==> config.mk <==
export PLATFORM = sky130hd
export DESIGN_NAME = apb_master_bridge
export DESIGN_NICKNAME = d
export VERILOG_FILES = /design/src/rtl/apb_master_pkg.sv /design/src/rtl/apb_wait_timer.sv /design/src/rtl/apb_master_bridge.sv
export SDC_FILE = /design/constraint.sdc
export NUM_CORES = 1
export LEC_CHECK = 0
export ABC_AREA = 1
export ABC_CLOCK_PERIOD_IN_PS = 2600
export BUFFER_PORTS_ARGS = -buffer_cell sky130_fd_sc_hd__buf_4
export CORE_ASPECT_RATIO = 0.75
export CORE_MARGIN = 2
export CORE_UTILIZATION = 35
export DETAILED_ROUTE_END_ITERATION = 16
export PLACE_DENSITY_LB_ADDON = 0.25
export SYNTH_ARGS = -nofsm -noshare
export SYNTH_HDL_FRONTEND = slang
export SYNTH_SLANG_ARGS = --single-unit
==> constraint.sdc <==
create_clock -name PCLK -period 2.6 [get_ports PCLK]
set_clock_uncertainty 0.2 [all_clocks]
set_input_delay 0.65 -clock PCLK [delete_from_list [all_inputs] [get_ports PCLK]]
set_output_delay 0.65 -clock PCLK [all_outputs]
set_load 0.05 [all_outputs]
==> src/rtl/apb_master_pkg.sv <==
// ---------------------------------------------------------------------------
// apb_master_pkg
//   Shared definitions for the APB requester bridge:
//     - APB address / data widths
//     - FSM state encoding (IDLE, SETUP, ACCESS)
//   Imported by apb_master_bridge and apb_wait_timer.
// ---------------------------------------------------------------------------
package apb_master_pkg;

  localparam int APB_ADDR_W = 32;
  localparam int APB_DATA_W = 32;

  typedef enum logic [1:0] {
    IDLE   = 2'd0,
    SETUP  = 2'd1,
    ACCESS = 2'd2
  } apb_state_e;

  // Width of a counter able to hold values 0..limit inclusive.
  function automatic int wait_cnt_width(input int limit);
    return (limit < 1) ? 1 : $clog2(limit + 1);
  endfunction

endpackage

==> src/rtl/apb_wait_timer.sv <==
// ---------------------------------------------------------------------------
// apb_wait_timer
//   Saturating counter of ACCESS-phase wait cycles. Only instantiated when
//   the bridge is built with APB_MASTER_TIMEOUT_EN defined.
//
//   Ports
//     clk_i       clock (rising edge)
//     rst_ni      asynchronous active-low reset, clears the count
//     clear_i     synchronous clear (asserted when a command is accepted)
//     count_en_i  count one wait cycle (ACCESS with PREADY = 0)
//     expired_o   count has reached LIMIT
// ---------------------------------------------------------------------------
module apb_wait_timer
  import apb_master_pkg::*;
#(
  parameter int LIMIT = 256
) (
  input  logic clk_i,
  input  logic rst_ni,
  input  logic clear_i,
  input  logic count_en_i,
  output logic expired_o
);

  localparam int CNT_W = wait_cnt_width(LIMIT);
  localparam logic [CNT_W-1:0] LIMIT_C = CNT_W'(LIMIT);

  logic [CNT_W-1:0] cnt_q;
  logic [CNT_W-1:0] cnt_d;

  // Saturate at LIMIT so the expired flag stays asserted until cleared.
  always_comb begin
    cnt_d = cnt_q;
    if (clear_i) begin
      cnt_d = '0;
    end else if (count_en_i && (cnt_q != LIMIT_C)) begin
      cnt_d = cnt_q + 1'b1;
    end
  end

  always_ff @(posedge clk_i or negedge rst_ni) begin
    if (!rst_ni) begin
      cnt_q <= '0;
    end else begin
      cnt_q <= cnt_d;
    end
  end

  assign expired_o = (cnt_q == LIMIT_C);

endmodule

==> src/rtl/apb_master_bridge.sv <==
// ---------------------------------------------------------------------------
// apb_master_bridge
//   Converts a valid/ready command stream into single APB transfers and
//   returns a valid/ready response. One transfer outstanding at a time.
//
//   Optional feature: define APB_MASTER_TIMEOUT_EN to abort an ACCESS phase
//   that waits TIMEOUT_CYCLES cycles with PREADY low. Without the macro the
//   bridge waits indefinitely and rsp_timeout is tied low.
//
//   Ports
//     PCLK, PRESETn             clock, asynchronous active-low reset
//     cmd_valid/cmd_ready       command handshake
//     cmd_write/addr/wdata      command payload
//     rsp_valid/rsp_ready       response handshake
//     rsp_rdata/err/timeout     response payload
//     PSEL/PENABLE/PWRITE/
//     PADDR/PWDATA              APB requester outputs (all registered)
//     PRDATA/PREADY/PSLVERR     APB completer inputs
// ---------------------------------------------------------------------------
module apb_master_bridge
  import apb_master_pkg::*;
#(
  parameter int TIMEOUT_CYCLES = 256
) (
  input  logic                  PCLK,
  input  logic                  PRESETn,
  // command channel
  input  logic                  cmd_valid,
  output logic                  cmd_ready,
  input  logic                  cmd_write,
  input  logic [APB_ADDR_W-1:0] cmd_addr,
  input  logic [APB_DATA_W-1:0] cmd_wdata,
  // response channel
  output logic                  rsp_valid,
  input  logic                  rsp_ready,
  output logic [APB_DATA_W-1:0] rsp_rdata,
  output logic                  rsp_err,
  output logic                  rsp_timeout,
  // APB requester
  output logic                  PSEL,
  output logic                  PENABLE,
  output logic                  PWRITE,
  output logic [APB_ADDR_W-1:0] PADDR,
  output logic [APB_DATA_W-1:0] PWDATA,
  input  logic [APB_DATA_W-1:0] PRDATA,
  input  logic                  PREADY,
  input  logic                  PSLVERR
);

  apb_state_e            state_q;
  logic                  psel_q;
  logic                  penable_q;
  logic                  pwrite_q;
  logic [APB_ADDR_W-1:0] paddr_q;
  logic [APB_DATA_W-1:0] pwdata_q;
  logic                  rsp_valid_q;
  logic                  rsp_err_q;
  logic [APB_DATA_W-1:0] rsp_rdata_q;

  logic cmd_accept;
  logic wait_expired;

  // Accepting only when no response is pending keeps exactly one transfer
  // in flight and makes cmd_ready rise the cycle after the response is taken.
  assign cmd_ready  = (state_q == IDLE) && !rsp_valid_q;
  assign cmd_accept = cmd_valid && cmd_ready;

`ifdef APB_MASTER_TIMEOUT_EN
  logic rsp_timeout_q;

  // Cleared on acceptance (entry to SETUP); counts ACCESS cycles with PREADY low.
  apb_wait_timer #(
    .LIMIT      (TIMEOUT_CYCLES)
  ) u_wait_timer (
    .clk_i      (PCLK),
    .rst_ni     (PRESETn),
    .clear_i    (cmd_accept),
    .count_en_i ((state_q == ACCESS) && !PREADY),
    .expired_o  (wait_expired)
  );

  assign rsp_timeout = rsp_timeout_q;
`else
  // The limit only matters when the timeout logic is built in.
  logic unused_timeout_cfg;
  assign unused_timeout_cfg = (TIMEOUT_CYCLES > 0);
  assign wait_expired       = 1'b0;
  assign rsp_timeout        = 1'b0;
`endif

  always_ff @(posedge PCLK or negedge PRESETn) begin
    if (!PRESETn) begin
      // Anything in flight is dropped; no response survives reset.
      state_q       <= IDLE;
      psel_q        <= 1'b0;
      penable_q     <= 1'b0;
      pwrite_q      <= 1'b0;
      paddr_q       <= '0;
      pwdata_q      <= '0;
      rsp_valid_q   <= 1'b0;
      rsp_err_q     <= 1'b0;
      rsp_rdata_q   <= '0;
`ifdef APB_MASTER_TIMEOUT_EN
      rsp_timeout_q <= 1'b0;
`endif
    end else begin
      unique case (state_q)
        IDLE: begin
          if (rsp_valid_q) begin
            // Response payload is held untouched until consumed.
            if (rsp_ready) begin
              rsp_valid_q <= 1'b0;
            end
          end else if (cmd_valid) begin
            // cmd_ready is implied here (IDLE, no pending response).
            state_q   <= SETUP;
            psel_q    <= 1'b1;
            penable_q <= 1'b0;
            pwrite_q  <= cmd_write;
            paddr_q   <= cmd_addr;
            pwdata_q  <= cmd_wdata;
          end
        end

        SETUP: begin
          state_q   <= ACCESS;
          penable_q <= 1'b1;
        end

        ACCESS: begin
          // Completion takes priority over a simultaneous timeout.
          if (PREADY) begin
            state_q       <= IDLE;
            psel_q        <= 1'b0;
            penable_q     <= 1'b0;
            rsp_valid_q   <= 1'b1;
            rsp_err_q     <= PSLVERR;
            rsp_rdata_q   <= pwrite_q ? '0 : PRDATA;
`ifdef APB_MASTER_TIMEOUT_EN
            rsp_timeout_q <= 1'b0;
`endif
          end else if (wait_expired) begin
            state_q       <= IDLE;
            psel_q        <= 1'b0;
            penable_q     <= 1'b0;
            rsp_valid_q   <= 1'b1;
            rsp_err_q     <= 1'b1;
            rsp_rdata_q   <= '0;
`ifdef APB_MASTER_TIMEOUT_EN
            rsp_timeout_q <= 1'b1;
`endif
          end
        end

        default: begin
          state_q   <= IDLE;
          psel_q    <= 1'b0;
          penable_q <= 1'b0;
        end
      endcase
    end
  end

  assign PSEL      = psel_q;
  assign PENABLE   = penable_q;
  assign PWRITE    = pwrite_q;
  assign PADDR     = paddr_q;
  assign PWDATA    = pwdata_q;
  assign rsp_valid = rsp_valid_q;
  assign rsp_err   = rsp_err_q;
  assign rsp_rdata = rsp_rdata_q;

endmodule

======== After elaboration in Yosys (flattened, before gate mapping) ========
Cells that the tools add are included.
storage, ports and cells
  input port bits ......................... 103
  word-level logic and storage cells ...... 41
  register bits after elaboration ......... 103
  output and inout bits ................... 103
cells by class
  bitwise gates (word level) .............. 2
  reductions and logical operators ........ 9
  mux-type cells .......................... 16
  eq/ne operators ......................... 5
operators with widths
  cell                  count
  $mux W32              1
  $mux W1               8
  $mux W2               3
  $ne A2 B2 Y1 const B  3
  $pmux W1 S3           2
  $pmux W2 S3           1
  $reduce_and A3 Y1     2
  $reduce_and A2 Y1     2
  $reduce_and A4 Y1     1
  $eq A2 B1 Y1 const B  1
  $eq A2 B2 Y1 const B  1
  $logic_not A2 Y1      1
  $not A1 Y1            2
  $pmux W1 S2           1
  $reduce_bool A2 Y1    1
  $logic_and A1 B1 Y1   1
  $logic_not A1 Y1      1

======== Longest topological paths before layout ========
  depth in word-level cells ............... 3
  mapped depth ............................ 7

======== Worst setup path before layout ========
No wires, ideal clock.
  path type ............................... register to output
  from .................................... register state_q[1]
  to ...................................... output cmd_ready
  slack ................................... 0.104 ns
  arrival ................................. 1.646 ns
  stages on the path, launching flop included .. 5
  path buffers ............................ 1
  required time ........................... 1.750 ns
  path through ............................ dfrtp_1 > nor2_4 > buf_4 > inv_1 > nor2_1
between the ends
  cells in the longest elaborated chain, start to end .. 2
ends and longest elaborated chain
  what                    line                      source
  from (decl)             apb_master_bridge.sv:50   apb_state_e state_q;
  from (signal assigned)  apb_master_bridge.sv:94   state_q <= IDLE;
  from (signal assigned)  apb_master_bridge.sv:116  state_q <= SETUP;
  from (signal assigned)  apb_master_bridge.sv:126  state_q <= ACCESS;
  $logic_not A2 Y1        apb_master_bridge.sv:65   assign cmd_ready = (state_q == IDLE) && !rsp_valid_q;
  $logic_and A1 B1 Y1     apb_master_bridge.sv:65
  to (decl)               apb_master_bridge.sv:29   output logic cmd_ready,
No other way between the ends.

======== Worst setup path in the final report ========
Ends and elaborated chain as after synthesis.

==> metrics.md <==
| Metric | Value |
|---|---|
| Number of global-route vias before repair | 3532 |
| Design area | 5960 um^2 |
| Antenna diodes | 0 |
| Crit-path cells | nor2_4 > inv_1 > nor2_1 > buf_4 |
| Worst-Margin Slew | 692 ps |
| Grt ovf | 0 |
| CTS Sinks | 102 |
| Fillers | 1080 |
| Footprint of the multi-input gates | about 1300 um^2 |
| Final Cycle Share | 0.794 |
| Mean Syn Cell Area | 9.14 um^2 |
| All-Layer GR Usage | 0.180 |
| Slowest-stage cell, CP | dfrtp_1 |
| Clock Latency Late Sink | 340 ps |
| Drt initial violations | 149 |
| Die Ht | roughly 100 um |
| Num ports | slightly above 200 |
| Final Hold Fails | 0 |
| Core area | 11500 um^2 |
| Area growth from synthesis to layout | 46.3% |
| Post-synthesis net count | 549 |
| Pwr Density | 1630 nW/um^2 |
| Via count | 3648 |
| YS warnings | 0 |
| CTS max path bufs | 2 |
| Crit. End Element | primary output |
| Fmax | just under 0.5 GHz |
| Detail Route Antenna Nets | 0 |
| Setup Crit Path Kind | reg -> out |
| Final setup fails | 0 |
| Combinational power share | 0.572 |
| Yosys cell types | 16 |
| Hold crit path type | in -> async |
| Net Sw Frac | 0.526 |
| Postcts setup bufs | 0 |
| Layout cell share with drive strength beyond 1 | 0.362 |
| Initial Util | 0.355 |
| Status | complete, no violations |
| Highest cell delay on the worst timing path | 440 ps |
| Htree depth | 3 |
| Num rows | 34 |
| Final WL | around 11000 um |
| Reg power frac | 0.291 |
| Clock transition at path regs | 70 ps |
| Flops & latches, synth | 102 |
| Global-route wire length before repair | 17800 um |
| Die Area | 12500 um^2 |
| Pin count of the biggest net entering global routing | 68 |
| WP data required | 1750 ps |
| Synth Instances | between 400 and 500 |
| Layout Utilization | 0.519 |
| # port buffers | approximately 200 |
| Relative slew slack | 0.539 |
| Die X | 129 um |
| Startpoint types | register |
| CTS tree | done |
| Worst setup margin | 535 ps |
| First-pass DRT Iterations | 5 |
| Antenna violations before repair | 0 |
| Area after DPL | 5670 um^2 |
| Commonest non-fill, non-tap cell in the layout | buf_4 |
| Pre-CTS WS | between 600 and 700 ps |
| GP Congestion | approximately 0.81 |
| RSZ-0062 raised after global routing | no |
| Peak supply drop | 690 uV |
| Most frequent cells in the layout | buf_4, nand2_1, dfrtp_1 |
| LEAKAGE | 3.29 nW |
| Avg WL per Cell | 14.3 um |
| Final nets | around 740 |
| DP HPWL | 7850 um |
| Internal power | 4.62 mW |
| FF+latch area | 2550 um^2 |
| Drt drc | 0 |
| CTS resizes | 0 |
| P_sw | between 5 and 6 mW |
| R2r worst-path depth | 6 |
| Cell area after synthesis | a little over 4000 um^2 |
| Period minus WS final | 2070 ps |
| CP Max Fanout | 4 |
| Vias per inst | 4.63 |
| Slew Limit Fails | 0 |
| Max Cap Viol | 0 |
| Post-synthesis sequential area ratio | 0.626 |
| Root Driver | clkbuf_16 |
| Hold buffer count at cts | 0 |
| Setup TNS | 0 ps |
| CTS Buf Count | 9 |
| Critical Path AT | 1220 ps |
| Clock network power share | 0.137 |
cells in the mapped netlist, drive strengths merged:
cell type	count	share of area
nand2	201	0.19
dfrtp	102	0.63
nand3	66	0.082
o21ai	34	0.042
buf	25	0.045
clkbuf	7	0.0064
inv	6	0.0055
nor2	3	0.0052
and2	1	0.0015
conb	1	0.00092
cells by family after synthesis:
group                  after synthesis  synth area share
AO/OA/AOI/OAI                       34            0.0418
buffers and inverters               38            0.0568
flip-flops                         102             0.626
other                                1          0.000920
AND/OR/NAND/NOR                    271             0.274
cell type report:
cell class / instances / area share
Inverter: 6 / 0.00378
Timing Repair Buffer: 214 / 0.272
Clock inverter: 6 / 0.0103
Multi-Input combinational cell: 306 / 0.218
Sequential cell: 102 / 0.428
Clock buffer: 10 / 0.0384
Tap cell: 144 / 0.0302
flip-flops by register name (all words and copies together) (netlist names):
| register | cells |
|---|---|
| PADDR | 32 |
| PSEL | 1 |
| PWDATA | 32 |
| PWRITE | 1 |
| rsp_err | 1 |
| rsp_rdata | 32 |
| rsp_valid | 1 |
| state_q | 2 |
per-layer routing:
metal	vias up	routed length, um	part of all wire	track usage
met5	-	0	0	0
met4	0	127	0.011	0.0543
met3	11	813	0.072	0.0534
met2	149	5070	0.45	0.268
met1	1693	5220	0.46	0.254
li1	1795	-	-	-
worst paths after layout:
| path | to | slack [ps] | startpoint |
|---|---|---|---|
| min in group PCLK | PWDATA[5] | 280 | PWDATA[5] |
| max in group asynchronous | PWDATA[22] | 1550 | PRESETn |
| max reg2reg | PADDR[13] | 640 | state_q[1] |
| min | PADDR[30] | 40 | PRESETn |
| max | cmd_ready | 530 | state_q[1] |
| min reg2reg | PWDATA[5] | 280 | PWDATA[5] |
worst max-delay path, delay by kind of cell, from the launching register on:
family                 cells  cell delay (ps)
flip-flops                 1              440
buffers and inverters      2              260
AND/OR/NAND/NOR            2              190
power groups by stage:
stage / clock [mW] / combinational (mW) / sequential [mW]
final: 1.33 / 5.57 / 2.83
after detailed placement: 0 / 5.64 / 2.84
after global placement: 0 / 5.56 / 2.83
after floorplan: 0 / 1.33 / 5.40
after CTS: 1.38 / 5.63 / 2.84
after global routing: 1.44 / 5.92 / 2.94
per-stage QoR:
stage	instances	power (mW)	hold WS [ps]
3_5_place_dp	772	8.48	261
6_report	788	9.74	43.9
2_1_floorplan	446	6.73	154
4_1_cts	788	9.85	56.2
3_3_place_gp	772	8.39	255
5_1_grt	788	10.3	62.0
Note: power is estimated with default switching activity, not from simulation.
